==> config.mk <==
export PLATFORM = sky130hd
export DESIGN_NAME = tsv_frame_rx
export DESIGN_NICKNAME = d
export VERILOG_FILES = /design/src/rtl/tsv_frame_rx.sv
export SDC_FILE = /design/constraint.sdc
export NUM_CORES = 1
export LEC_CHECK = 0
export CAP_MARGIN = 20
export CORE_MARGIN = 2
export CORE_UTILIZATION = 55
export DETAILED_ROUTE_END_ITERATION = 7
export PLACE_DENSITY = 0.87
export SLEW_MARGIN = 20
export SYNTH_ARGS = -nofsm -noshare
export SYNTH_HDL_FRONTEND = slang
export SYNTH_SLANG_ARGS = --single-unit
==> constraint.sdc <==
create_clock -name clk -period 2.2 [get_ports clk]
set_input_delay 0.55 -clock clk [delete_from_list [all_inputs] [get_ports clk]]
set_output_delay 0.55 -clock clk [all_outputs]
set_load 0.05 [all_outputs]
==> src/rtl/tsv_frame_rx.sv <==
// ---------------------------------------------------------------------------
// tsv_frame_rx
// Deserializer for the 1-bit inter-layer TSV link. It hunts for a valid ID
// frame on a sliding window, locks frame alignment, then delivers one 32-bit
// word per 32 received bits to the downstream chip-ID sort FSM. It also tracks
// sync loss (bad frames while locked) and link idle time (timeout).
//
// Frame format (shifted MSB first):
//   [31:30] type, must be 2'b10
//   [29:16] payload
//   [15:0]  SYNC_WORD trailer
//
// Handshake: rx_bit is consumed on every rising clk edge where rx_vld is 1;
// there is no backpressure. frame_vld is a 1-cycle pulse qualifying a new
// frame_data value, which is then held until the next accepted frame.
//
// Optional feature: define TSV_RX_PARITY_EN to require even parity over all
// 32 frame bits. Without it, par_err is constant 0.
//
// Ports:
//   clk        in   1   clock
//   rst_n      in   1   asynchronous active-low reset
//   clear      in   1   synchronous clear: back to HUNT, frame_cnt=0
//   rx_vld     in   1   rx_bit valid this cycle
//   rx_bit     in   1   serial data, MSB of frame first
//   frame_data out  32  last accepted frame
//   frame_vld  out  1   pulse: new frame_data
//   locked     out  1   1 while in LOCK (registered copy of the FSM state)
//   sync_err   out  1   pulse: bad frame in LOCK, or idle timeout
//   par_err    out  1   pulse: parity failure
//   frame_cnt  out  8   accepted frames, saturating at 8'hFF
// ---------------------------------------------------------------------------
module tsv_frame_rx #(
  parameter logic [15:0] SYNC_WORD = 16'hBEAF,
  parameter int          MISS_MAX  = 3,
  parameter int          TIMEOUT   = 1023
) (
  input  logic        clk,
  input  logic        rst_n,
  input  logic        clear,
  input  logic        rx_vld,
  input  logic        rx_bit,
  output logic [31:0] frame_data,
  output logic        frame_vld,
  output logic        locked,
  output logic        sync_err,
  output logic        par_err,
  output logic [7:0]  frame_cnt
);

  typedef enum logic {
    HUNT = 1'b0,
    LOCK = 1'b1
  } state_t;

  localparam logic [7:0] MISS_LIM = 8'(MISS_MAX);
  localparam logic [9:0] TO_LIM   = 10'(TIMEOUT);

  state_t      state;
  logic [31:0] sreg;
  logic [4:0]  bit_cnt;
  logic [7:0]  miss_cnt;
  logic [9:0]  idle_cnt;

  logic [31:0] nxt;
  logic        fmt_ok;
  logic        par_bad;
  logic        good;
  logic        boundary;
  logic        accept;

  // Window as it will look once the current bit has been shifted in.
  assign nxt    = {sreg[30:0], rx_bit};
  assign fmt_ok = (nxt[31:30] == 2'b10) && (nxt[15:0] == SYNC_WORD);

`ifdef TSV_RX_PARITY_EN
  assign par_bad = ^nxt;
`else
  assign par_bad = 1'b0;
`endif

  assign good     = fmt_ok && !par_bad;
  // HUNT checks every bit; LOCK only checks on the 32nd bit of a frame.
  assign boundary = (state == HUNT) || (bit_cnt == 5'd31);
  assign accept   = !clear && rx_vld && boundary && good;

  always_ff @(posedge clk or negedge rst_n) begin
    if (!rst_n) begin
      state      <= HUNT;
      sreg       <= '0;
      bit_cnt    <= '0;
      miss_cnt   <= '0;
      idle_cnt   <= '0;
      frame_data <= '0;
      frame_vld  <= 1'b0;
      locked     <= 1'b0;
      sync_err   <= 1'b0;
      par_err    <= 1'b0;
      frame_cnt  <= '0;
    end else begin
      frame_vld <= 1'b0;
      sync_err  <= 1'b0;
      par_err   <= 1'b0;

      if (accept) begin
        frame_data <= nxt;
        frame_vld  <= 1'b1;
        if (frame_cnt != 8'hFF) frame_cnt <= frame_cnt + 8'd1;
      end

      if (clear) begin
        // Clear wins over everything; frame_data is deliberately kept.
        state     <= HUNT;
        locked    <= 1'b0;
        sreg      <= '0;
        bit_cnt   <= '0;
        miss_cnt  <= '0;
        idle_cnt  <= '0;
        frame_cnt <= '0;
      end else begin
        case (state)
          HUNT: begin
            idle_cnt <= '0;
            if (rx_vld) begin
              sreg <= nxt;
              if (good) begin
                state    <= LOCK;
                locked   <= 1'b1;
                bit_cnt  <= '0;
                miss_cnt <= '0;
              end else if (fmt_ok && par_bad) begin
                // Only report parity on an otherwise well-formed window,
                // otherwise the sliding search would flag every other bit.
                par_err <= 1'b1;
              end
            end
          end

          LOCK: begin
            if (rx_vld) begin
              sreg     <= nxt;
              idle_cnt <= '0;
              bit_cnt  <= bit_cnt + 5'd1;
              if (bit_cnt == 5'd31) begin
                if (good) begin
                  miss_cnt <= '0;
                end else begin
                  sync_err <= 1'b1;
                  par_err  <= par_bad;
                  if (miss_cnt == MISS_LIM - 8'd1) begin
                    state    <= HUNT;
                    locked   <= 1'b0;
                    miss_cnt <= '0;
                  end else begin
                    miss_cnt <= miss_cnt + 8'd1;
                  end
                end
              end
            end else if (idle_cnt == TO_LIM - 10'd1) begin
              // This idle cycle is the TIMEOUT-th in a row.
              state    <= HUNT;
              locked   <= 1'b0;
              sync_err <= 1'b1;
              idle_cnt <= '0;
              bit_cnt  <= '0;
              miss_cnt <= '0;
            end else begin
              idle_cnt <= idle_cnt + 10'd1;
            end
          end

          default: state <= HUNT;
        endcase
      end
    end
  end

endmodule

# == After elaboration in Yosys (flattened, before gate mapping) ==
# Index checks and enable logic that the tools add are counted.
# word_totals
output_inout_bits,44
word_cells,89
register_bits,98
# classes
addsub,4
n_reduce_logical,13
n_mux,49
eq_ne,12
n_bitwise,1
# ops
op,count
$mux 8,11
$mux 31,2
$mux 10,3
$mux 5,5
$mux 1,23
$pmux 10 s2,1
$add 8x1->8 const B,2
$eq 16x16->1 const B,1
$pmux 8 s2,1
$ne 4x3->1 const B,3
$add 10x1->10 const B,1
$eq 10x10->1 const B,1
$pmux 5 s2,1
$eq 8x2->1 const B,1
$ne 8x8->1 const B,1
$ne 3x3->1 const B,2
$reduce_and 6->1,1
$reduce_bool 2->1,3
$add 5x1->5 const B,1
$eq 5x5->1 const B,1
$logic_and 1x1->1,4
$ne 4x4->1 const B,1
$pmux 1 s2,2
$reduce_and 4->1,1
other kinds (6),6

# == Depth between registers and ports, before layout ==
# Gate-level depths: netlist of the first run.
# logic_depth
ltp_word,7
ltp_mapped,9
ltp_nobuf,8

# == Worst setup path after synthesis of the first run ==
# Ideal clock, no wire load.
# synth_timing
path_type,reg-to-reg
start,reg bit_cnt[0]
end,reg frame_data[20]
n_path_buf,2
arrival_ps,1880
period_less_slack_ps,2005
path_stages_with_launch,9
path_slack_ps,195
setup_time_ps,125
required_time_ps,2075
path_cell_list,dfrtp_1 > ha_1 > and3_1 > ha_1 > o21a_1 > and3_1 > buf_2 > buf_4 > mux2_2
# synth_via
elab_chain_cells,4
# synth_rtl
element,line,rtl
"start, declared",61,logic [4:0] bit_cnt;
"start signal, assigned",143,bit_cnt <= bit_cnt + 5'd1;
$eq 5x5->1,84,assign boundary = (state == HUNT) || (bit_cnt == 5'd31);
$logic_or 1x1->1,84,
$logic_and 1x1->1 (2 in series),85,assign accept = !clear && rx_vld && boundary && good;
"end signal, assigned",106,frame_data <= nxt;
"end, declared",43,"output logic [31:0] frame_data,"
# No other way between the ends.
# A chain may end at the register's enable or synchronous reset.

# == Worst setup path after layout of the first run ==
# layout_timing
start,reg frame_cnt[5]
end,out frame_cnt[5]
# layout_rtl
element,line,rtl
"start, declared",48,output logic [7:0] frame_cnt
"start signal, assigned",108,if (frame_cnt != 8'hFF) frame_cnt <= frame_cnt + 8'd1;
# No word-level cell between the ends.

==> results.ini, run 1 <==
[grt]
grt_pass1_wl_um=14400
gr-total-overflow=0
grt_max_degree=47
grt_pass1_vias=3158
grt_usage_pct=21.1
antenna_found_initial=0

[setup_path]
critPathBufInv=1
cpPeakStageDelay_ns=0.82
worstSetupStartpointType=flip-flop
crit_slowest_cell=clkdlybuf4s50_1
rr_endpoint=miss_cnt[0]
cp_max_fo=4
path_cells=clkdlybuf4s50_1
setup.worst_path.end_class=output port
r2r-start=bit_cnt[0]
reg2reg_depth=10
worstPathArrival_ns=1.58
cp_data_required_time_ns=1.65
crit_type=flip-flop to output port
cp_top_family=buffers and inverters
timing.reg2reg.setup_slack_ns=0.12

[sta]
period_minus_slack_ns=2.13
fin_crit_sh_pct=97.0
tightest_slew_ns=0.527
fmax_mhz=469
skew_ns=0.0126
maxSlewViolCount=0
setup_tns_ns=0
setup_viol=0
hold_viol=0
finalWorstSetupSlack_ns=0.0662
maxSlewHeadroom_pct=64.9
rsz0062_at_grt=false

[clocking]
hold_buffers=0
htree_levels=3
path_clk_slew_ns=0.10
cts_made_buffers=9
cts_buffer_depth=2
cts_tree=yes
clk_latency_ns=0.36
cts_sinks=98
cts_root_buffer=clkbuf_8

[cells_and_area]
n_fill_cell=556
synthToLayoutAreaGrowth_pct=20.2
antenna_cells=0
multi_input_area_mm2=0.00176
nets=451
seq_area_mm2=0.00245
finish.utilization_pct=67.9
drive_above_1_share_pct=18.7
final_cells=546

[run_status]
outcome=finished, final reports clean

[synth]
synth_edf_count=0
synth_compound_area_share_pct=7.44
synth.avg_cell_area_um2=11.4
yosys_warnings=0
synthMuxAreaShare_pct=11.8
syn_nets=393
yosysSeqAreaShare_pct=56.5
async_flop_share_pct=100
netlist_instances=381
ys.flop_type=dfrtp_1
syn-cell-area_mm2=0.00434
synth_xor_xnor_area_share_pct=1.41
synth.distinct_cells=50
synth_adder_area_share_pct=2.02
ys_seq_elements=98
synth_top_family_by_area=simple AND/OR/NAND/NOR gates
synthSimpleGateAreaFrac_pct=17.3

[floorplan]
die_area_mm2=0.00861
initial_utilization_pct=56.4
boundaryPins=49
row_count=32
die_h_um=92.8
chipWidth_um=92.8
core_area_mm2=0.00769

[flow_run]
maxCapViolCount=0

[placed_design]
dp_hpwl_um=5980
gp_congestion=0.863
dp_slack_ns=-0.0635
place.port_buffers=47
numPlacedInstances=530

[detailed_routing]
detail_route.vias_per_cell=5.71
dr_total_vias=3120
drt_iter0_drc=166
final_antenna_net_count=0
drt-total-wl_um=8560
first_pass_iters=6
drc=0
wl_per_cell_um=15.7

[power_and_ir_drop]
leakage_nw=2.49
ir_drop_mv=0.396
power_density_mw_per_mm2=581

[hold_path]
hold_path.class=input pin to asynchronous set/reset pin

## layout make-up
type	instances	share of cell area (%)
flip-flops and latches	98	47.0
multi-input cells	250	33.7
well taps	102	2.45
inverters	12	0.864
repair buffers	68	12.2
clock inverters	6	1.15
clock buffers	10	2.64
## layout by cell type (no fill, tap or decap), drive strengths merged, types with 13 or more instances in the layout
| cell type | Yosys | routed |
|---|---|---|
| nand2 | 13 | 13 |
| dfrtp | 98 | 98 |
| mux2 | 17 | 17 |
| nand3 | 21 | 21 |
| mux2i | 32 | 32 |
| nor2 | 47 | 47 |
| clkdlybuf4s50 | 0 | 39 |
| inv | 12 | 14 |
| or2 | 13 | 13 |
| buf | 18 | 27 |
## logic make-up (layout without fill, tap and decap cells)
group,count (synthesis),count (layout)
simple gates,141,141
flops,98,98
mux,49,49
compound gates,45,45
buf+inv,33,96
fa+ha+maj,7,7
xor+xnor,7,7
other cells,1,1
## power breakdown
group | internal (mW) | switching, mW
clock | 0.465 | 0.643
sequential | 1.80 | 0.00181
combinational | 0.0360 | 0.0817
total | 2.30 | 0.726
## state kept, by name (all words and copies together), names as in the netlist
signal and flops:
bit_cnt 5, frame_vld 1, idle_cnt 10, miss_cnt 8, state 1, locked 1, sync_err 1, frame_data 32
sreg 31, frame_cnt 8
## cell usage after synthesis (6+ instances only)
library cell  number  area share (%)
ha_1               7             2.0
buf_2             12             1.4
nand4_1            8             1.2
nand2_1           13             1.1
mux2_2            17             4.4
or3_1              6            0.87
nor2_1            47             4.1
dfrtp_1           98              57
nor2b_1            7             1.0
nand3_1           21             2.4
a21oi_1            9             1.0
inv_1             12             1.0
mux2i_1           32             7.4
nand4b_1           6             1.2
o21ai_0            9             1.0
or2_2             13             1.9
## what timing repair did
item                                    4_1_cts  5_1_grt
endpoints found under the setup margin        2       18
resized for setup                             1        3
setup buffers                                 1        0
## worst max-delay path by stage
stage                             from              to  slack, ns  depth (start not counted)
after CTS                   bit_cnt[0]   frame_data[0]      0.002                          8
after detailed placement        rx_bit  frame_data[17]      -0.06                          6
after floorplan             bit_cnt[0]  frame_data[20]       0.20                          8
after global routing      frame_cnt[4]    frame_cnt[4]      0.003                          1
final                     frame_cnt[5]    frame_cnt[5]       0.07                          1
after global placement          rx_bit  frame_data[16]      -0.03                          6
## routing by layer
layer,vias to the layer above,wire length (µm),track usage [%]
li1,1451,-,-
met1,1575,3730,28.2
met2,81,4390,35.4
met3,13,325,3.17
met4,0,114,7.11
met5,-,0,0
## metrics by stage
step | hold WS [ns] | power, mW | instance area, µm²
finish | 0.122 | 3.03 | 5220
global route | 0.149 | 3.13 | 5220
CTS | 0.120 | 3.07 | 5200
detailed placement | 0.457 | 1.96 | 5000
global placement | 0.459 | 1.96 | 5000
floorplan | 0.254 | 1.90 | 4340
Power figures use the tool's default switching activity.
==> run 2: changes to the inputs <==
--- a/config.mk
+++ b/config.mk
@@ -6,7 +6,7 @@
 export NUM_CORES = 1
 export LEC_CHECK = 0
 export CAP_MARGIN = 20
-export CORE_MARGIN = 2
+export CORE_MARGIN = 4
 export CORE_UTILIZATION = 55
 export DETAILED_ROUTE_END_ITERATION = 7
 export PLACE_DENSITY = 0.87
==> run 2 against run 1 <==
Via count increased by 2.6%. Global-route usage grew 0.055 points. Sequential cell count is the same. Register-to-register slack worse by 0.09 ns. Combinational power is 3% higher. Utilization increased by 0.99 points. Wire length up 9.3%. Clock skew grew 0.0061 ns. Final cell count increased by 0.73%. Highest routed layer unchanged.
==> results.ini, run 2 (synthesis results as in run 1) <==
[run_status]
outcome=finished, final reports clean

[floorplan]
core_area_mm2=0.00769  ; unchanged
boundaryPins=49  ; unchanged
row_count=32  ; unchanged
initial_utilization_pct=56.4  ; unchanged
chipWidth_um=96.8  ; +4.3%
die_h_um=96.8  ; +4.3%
die_area_mm2=0.00937  ; +8.8%

[cells_and_area]
reg_top3=frame_data (32), sreg (31), idle_cnt (10)
largest_reg_flops=32  ; unchanged
mostFrequentLayoutCell=dfrtp_1
antenna_cells=0  ; unchanged
synthToLayoutAreaGrowth_pct=22.0
regMostFlops=frame_data
drive_above_1_share_pct=20.1  ; +1.4 points
layout_common_cells=dfrtp_1 (98), nor2_1 (47), clkdlybuf4s50_1 (37)
final_cells=550  ; +0.73%
nets=455  ; +0.89%

[power_and_ir_drop]
leakage_nw=2.55  ; +2.4%
power_mw=3.09  ; +2.1%
ir_drop_mv=0.420  ; +6.0%
power_density_mw_per_mm2=584  ; +0.62%

[clocking]
hold_buffers=0  ; unchanged
htree_levels=3  ; unchanged
path_clk_slew_ns=0.11  ; about the same
cts_buffer_depth=2  ; unchanged
cts_root_buffer=clkbuf_8
clk_latency_ns=0.37  ; about the same
cts_tree=yes
cts_sinks=98  ; unchanged
cts_made_buffers=9  ; unchanged

[sta]
fmax_mhz=461  ; -1.6%
finalWorstSetupSlack_ns=0.0313  ; -0.0349 ns
tightest_slew_ns=0.561  ; +0.0335 ns
hold_viol=0  ; unchanged
fin_crit_sh_pct=98.6  ; +1.6 points
maxSlewHeadroom_pct=62.6  ; -2.2 points
setup_viol=0  ; unchanged
rsz0062_at_grt=true
period_minus_slack_ns=2.17  ; +0.0349 ns
maxSlewViolCount=0  ; unchanged
skew_ns=0.0187  ; +0.00615 ns

[flow_run]
maxCapViolCount=0  ; unchanged

[detailed_routing]
first_pass_iters=5  ; -1
drc=0  ; unchanged
drt-total-wl_um=9360  ; +9.3%
wl_per_cell_um=17.0  ; +8.5%
drt_iter0_drc=180  ; +8.4%
detail_route.vias_per_cell=5.82  ; +1.8%
dr_total_vias=3200  ; +2.6%
final_antenna_net_count=0  ; unchanged

[grt]
grt-busiest-layer=met2
grt_pass1_wl_um=16300  ; +13%
grt_use_met3_pct=4.18  ; +1.0 points
grt_pass1_vias=3318  ; +5.1%
met2_usage_pct=34.9  ; -0.57 points
grt_use_met1_pct=27.8  ; -0.36 points
gr-total-overflow=0  ; unchanged
grt_max_degree=41  ; -13%
grt_usage_pct=21.1  ; +0.055 points
antenna_found_initial=0  ; unchanged

[placed_design]
numPlacedInstances=532  ; +0.38%
place.port_buffers=47  ; unchanged
dp_slack_ns=-0.184  ; -0.120 ns
dp_hpwl_um=6240  ; +4.4%
gp_congestion=0.808  ; -6.3%

[setup_path]
setup.worst_path.end_class=flip-flop
cp_max_fo=4  ; unchanged
worstSetupStartpointType=flip-flop
crit_type=flip-flop to flip-flop
cp_data_required_time_ns=2.46  ; +0.81 ns
worstPathArrival_ns=2.43  ; +0.85 ns

[hold_path]
hold_path.class=input pin to asynchronous set/reset pin

-- run 2: routing by layer --
layer  routed length [µm]  part of all wire [%]
met5                    0                     0
met4                  184                   2.0
met3                  406                   4.3
met2                 4800                    51
met1                 3970                    42
-- run 2: power by group --
group          total, mW  switching (mW)  internal (mW)  leakage [nW]
clock               1.17           0.713          0.454         0.103
combinational      0.122          0.0821         0.0398          1.08
sequential          1.80         0.00177           1.80          1.37
total               3.09           0.797           2.30          2.55
-- run 2: repair_timing --
item | in CTS | in global routing
setup buffers | 1 | 1
setup endpoints to repair | 15 | 18
gates resized for setup | 5 | 8
pin swaps | 0 | 3
gates cloned | 0 | 0
hold endpoints to repair | 0 | 0
-- run 2: path summary, 6_finish.rpt --
check | start | end | slack (ns) | depth (start not counted)
setup / recovery | miss_cnt[0] | locked | 0.03 | 7
hold / removal | rst_n | bit_cnt[2] | 0.15 | 1
setup reg to reg | miss_cnt[0] | locked | 0.03 | 7
hold reg to reg | frame_data[10] | frame_data[10] | 0.48 | 1
max in group asynchronous | rst_n | sreg[30] | 1.47 | 2
min in group clk | frame_data[10] | frame_data[10] | 0.48 | 1
-- run 2: layout make-up --
class / count / area (µm²)
Timing Repair Buffer: 72 / 689
Sequential cell: 98 / 2450
Clock buffer: 9 / 124
Clock inverter: 7 / 81.3
Fill cell: 545 / 2390
Multi-Input combinational cell: 250 / 1770
Tap cell: 102 / 128
Inverter: 12 / 45.0
-- run 2: critical path, stage by stage, from the launching register on --
cell,delay (ns)
dfrtp_1,0.43
inv_2,0.11
ha_4,0.14
or4b_4,0.50
nor4_4,0.29
nand2_1,0.13
o211a_1,0.22
a221o_1,0.25
-- run 2: through the flow --
stage                     hold slack (ns)  cell area (µm²)  TNS [ns]  utilization [%]
final                               0.152             5290         0             68.8
after global routing                0.175             5290   -0.0435             68.8
after CTS                           0.167             5260         0             68.4
after detailed placement            0.452             5030     -3.13             65.4
after global placement              0.451             5030     -1.05             65.4
after floorplan                     0.254             4340         0                -
==> run 3: changes to the inputs <==
--- a/config.mk
+++ b/config.mk
@@ -9,7 +9,7 @@
 export CORE_MARGIN = 4
 export CORE_UTILIZATION = 55
 export DETAILED_ROUTE_END_ITERATION = 7
-export PLACE_DENSITY = 0.87
+export PLACE_DENSITY = 0.82
 export SLEW_MARGIN = 20
 export SYNTH_ARGS = -nofsm -noshare
 export SYNTH_HDL_FRONTEND = slang
==> run 3 against run 2 <==
Global-route usage is 1.6 points lower. Worst hold slack got worse by 0.047 ns. Worst setup slack gained 0.012 ns.
==> results.ini, run 3 (synthesis results as in run 1) <==
[setup_path]
cp_max_fo=4  ; unchanged
worstSetupStartpointType=flip-flop
reg2reg_depth=8  ; +1
worstPathArrival_ns=1.61  ; -0.82 ns
path_cells=clkdlybuf4s50_1
crit_slowest_cell=clkdlybuf4s50_1
critPathBufInv=1  ; unchanged
crit_type=flip-flop to output port
cp_data_required_time_ns=1.65  ; -0.81 ns
cp_top_family=buffers and inverters
cp.depth=1  ; -6
setup.worst_path.end_class=output port
cpPeakStageDelay_ns=0.84  ; +0.34 ns

[power_and_ir_drop]
p_switching_mw=0.767  ; -3.8%
clockPowerShare_pct=39.3  ; +1.6 points
seq_power_share_pct=57.1  ; -1.2 points
p_int_mw=2.39  ; +4.3%
power_frac_comb_pct=3.7  ; -0.2 points
leakage_nw=2.50  ; -2.2%
ir_drop_mv=0.470  ; +12%
swShare_pct=24.3  ; -1.5 points
power_density_mw_per_mm2=605  ; +3.6%

[placed_design]
dp_hpwl_um=6080  ; -2.6%
gp_congestion=0.906  ; +12%
place_area_mm2=0.00500  ; -0.60%
place.port_buffers=47  ; unchanged

[cells_and_area]
antenna_cells=0  ; unchanged
nets=450  ; -1.1%
reg_top3=frame_data (32), sreg (31), idle_cnt (10)
synthToLayoutAreaGrowth_pct=20.4
n_fill_cell=574  ; +5.3%
regMostFlops=frame_data
largest_reg_flops=32  ; unchanged
mostFrequentLayoutCell=dfrtp_1
layout_common_cells=dfrtp_1 (98), nor2_1 (47), clkdlybuf4s50_1 (39)
final_area_mm2=0.00522  ; -1.3%
drive_above_1_share_pct=18.3  ; -1.8 points

[clocking]
cts_root_buffer=clkbuf_8
htree_levels=3  ; unchanged
clk_latency_ns=0.37  ; about the same
path_clk_slew_ns=0.10  ; about the same
cts_tree=yes
cts_sinks=98  ; unchanged
cts_made_buffers=9  ; unchanged
post_cts_buffers=0  ; -1
hold_buffers=0  ; unchanged
cts_buffer_depth=2  ; unchanged

[floorplan]
core_area_mm2=0.00769  ; unchanged
die_area_mm2=0.00937  ; unchanged
chipWidth_um=96.8  ; unchanged
boundaryPins=49  ; unchanged
row_count=32  ; unchanged
initial_utilization_pct=56.4  ; unchanged
die_h_um=96.8  ; unchanged

[grt]
antenna_found_initial=0  ; unchanged
grt_pass1_vias=3127  ; -5.8%
grt_usage_pct=19.5  ; -1.6 points
grt_max_degree=46  ; +12%
gr-total-overflow=0  ; unchanged
grt_pass1_wl_um=15300  ; -5.7%

[sta]
fin_crit_sh_pct=98.0  ; -0.53 points
hold_viol=0  ; unchanged
setup_tns_ns=0  ; unchanged
period_minus_slack_ns=2.16  ; -0.0117 ns
skew_ns=0.0135  ; -0.00521 ns
fmax_mhz=464  ; +0.54%
tightest_slew_ns=0.531  ; -0.0298 ns
setup_viol=0  ; unchanged
maxSlewViolCount=0  ; unchanged
rsz0062_at_grt=false
maxSlewHeadroom_pct=64.5  ; +1.9 points

[detailed_routing]
dr_total_vias=3067  ; -4.2%
detail_route.vias_per_cell=5.63  ; -3.3%
drc=0  ; unchanged
first_pass_iters=6  ; +1
wl_per_cell_um=16.1  ; -5.4%
drt_iter0_drc=146  ; -19%
final_antenna_net_count=0  ; unchanged
drt-total-wl_um=8770  ; -6.3%

[run_status]
outcome=finished, final reports clean

[flow_run]
maxCapViolCount=0  ; unchanged

[hold_path]
hold_path.class=input pin to asynchronous set/reset pin

[run 3: cell count changes in the layout (fill, tap and decap cells not counted), moves of 2 or more]
cell,previous run,this run
buf_4,25,23
clkdlybuf4s50_1,37,39
dlymetal6s2s_1,3,1
ha_1,4,7
ha_2,2,0
inv_6,1,3
[run 3: worst paths after layout]
kind	from	to	slack (ns)
setup reg to reg	miss_cnt[0]	miss_cnt[7]	0.10
min in group clk	frame_data[13]	frame_data[13]	0.48
hold / removal	rst_n	bit_cnt[1]	0.10
hold reg to reg	frame_data[13]	frame_data[13]	0.48
max in group asynchronous	rst_n	idle_cnt[8]	1.45
setup / recovery	frame_cnt[7]	frame_cnt[7]	0.04
[run 3: repair_timing]
action	CTS	global route
setup endpoints to repair	1	16
pin swaps	0	0
gates resized for setup	1	2
[run 3: layout make-up]
cell class,count,area (µm²),area share (%)
well taps,102,128,2.44
clock buffers,9,124,2.37
multi-input cells,250,1750,33.5
inverters,12,45.0,0.863
flip-flops and latches,98,2450,47.0
repair buffers,67,629,12.1
clock inverters,7,92.6,1.77
[run 3: per-layer routing]
metal  vias to the layer above  track usage [%]  routed length, µm
met4                         0             4.97                114
met2                        82             32.5               4330
met5                         -                0                  0
met3                        12             4.61                403
li1                       1453                -                  -
met1                      1520             26.0               3920
[run 3: metrics by stage]
| step | setup WS, ns | power [mW] | util [%] | instances | hold WS [ns] |
|---|---|---|---|---|---|
| 6_report | 0.0429 | 3.16 | 67.9 | 545 | 0.105 |
| 5_1_grt | 0.00128 | 3.27 | 67.9 | 545 | 0.124 |
| 4_1_cts | 0.0170 | 3.20 | 67.8 | 546 | 0.110 |
| 3_5_place_dp | -0.141 | 1.96 | 65.0 | 530 | 0.458 |
| 3_3_place_gp | -0.0605 | 1.95 | 65.0 | 530 | 0.453 |
| 2_1_floorplan | 0.195 | 1.90 | - | 381 | 0.254 |
[run 3: power by group through the flow]
stage / clock [mW] / sequential [mW] / combinational (mW)
6_report: 1.24 / 1.80 / 0.116
3_3_place_gp: 0 / 1.84 / 0.116
4_1_cts: 1.27 / 1.80 / 0.119
5_1_grt: 1.34 / 1.80 / 0.129
3_5_place_dp: 0 / 1.84 / 0.118
2_1_floorplan: 0 / 1.84 / 0.0587
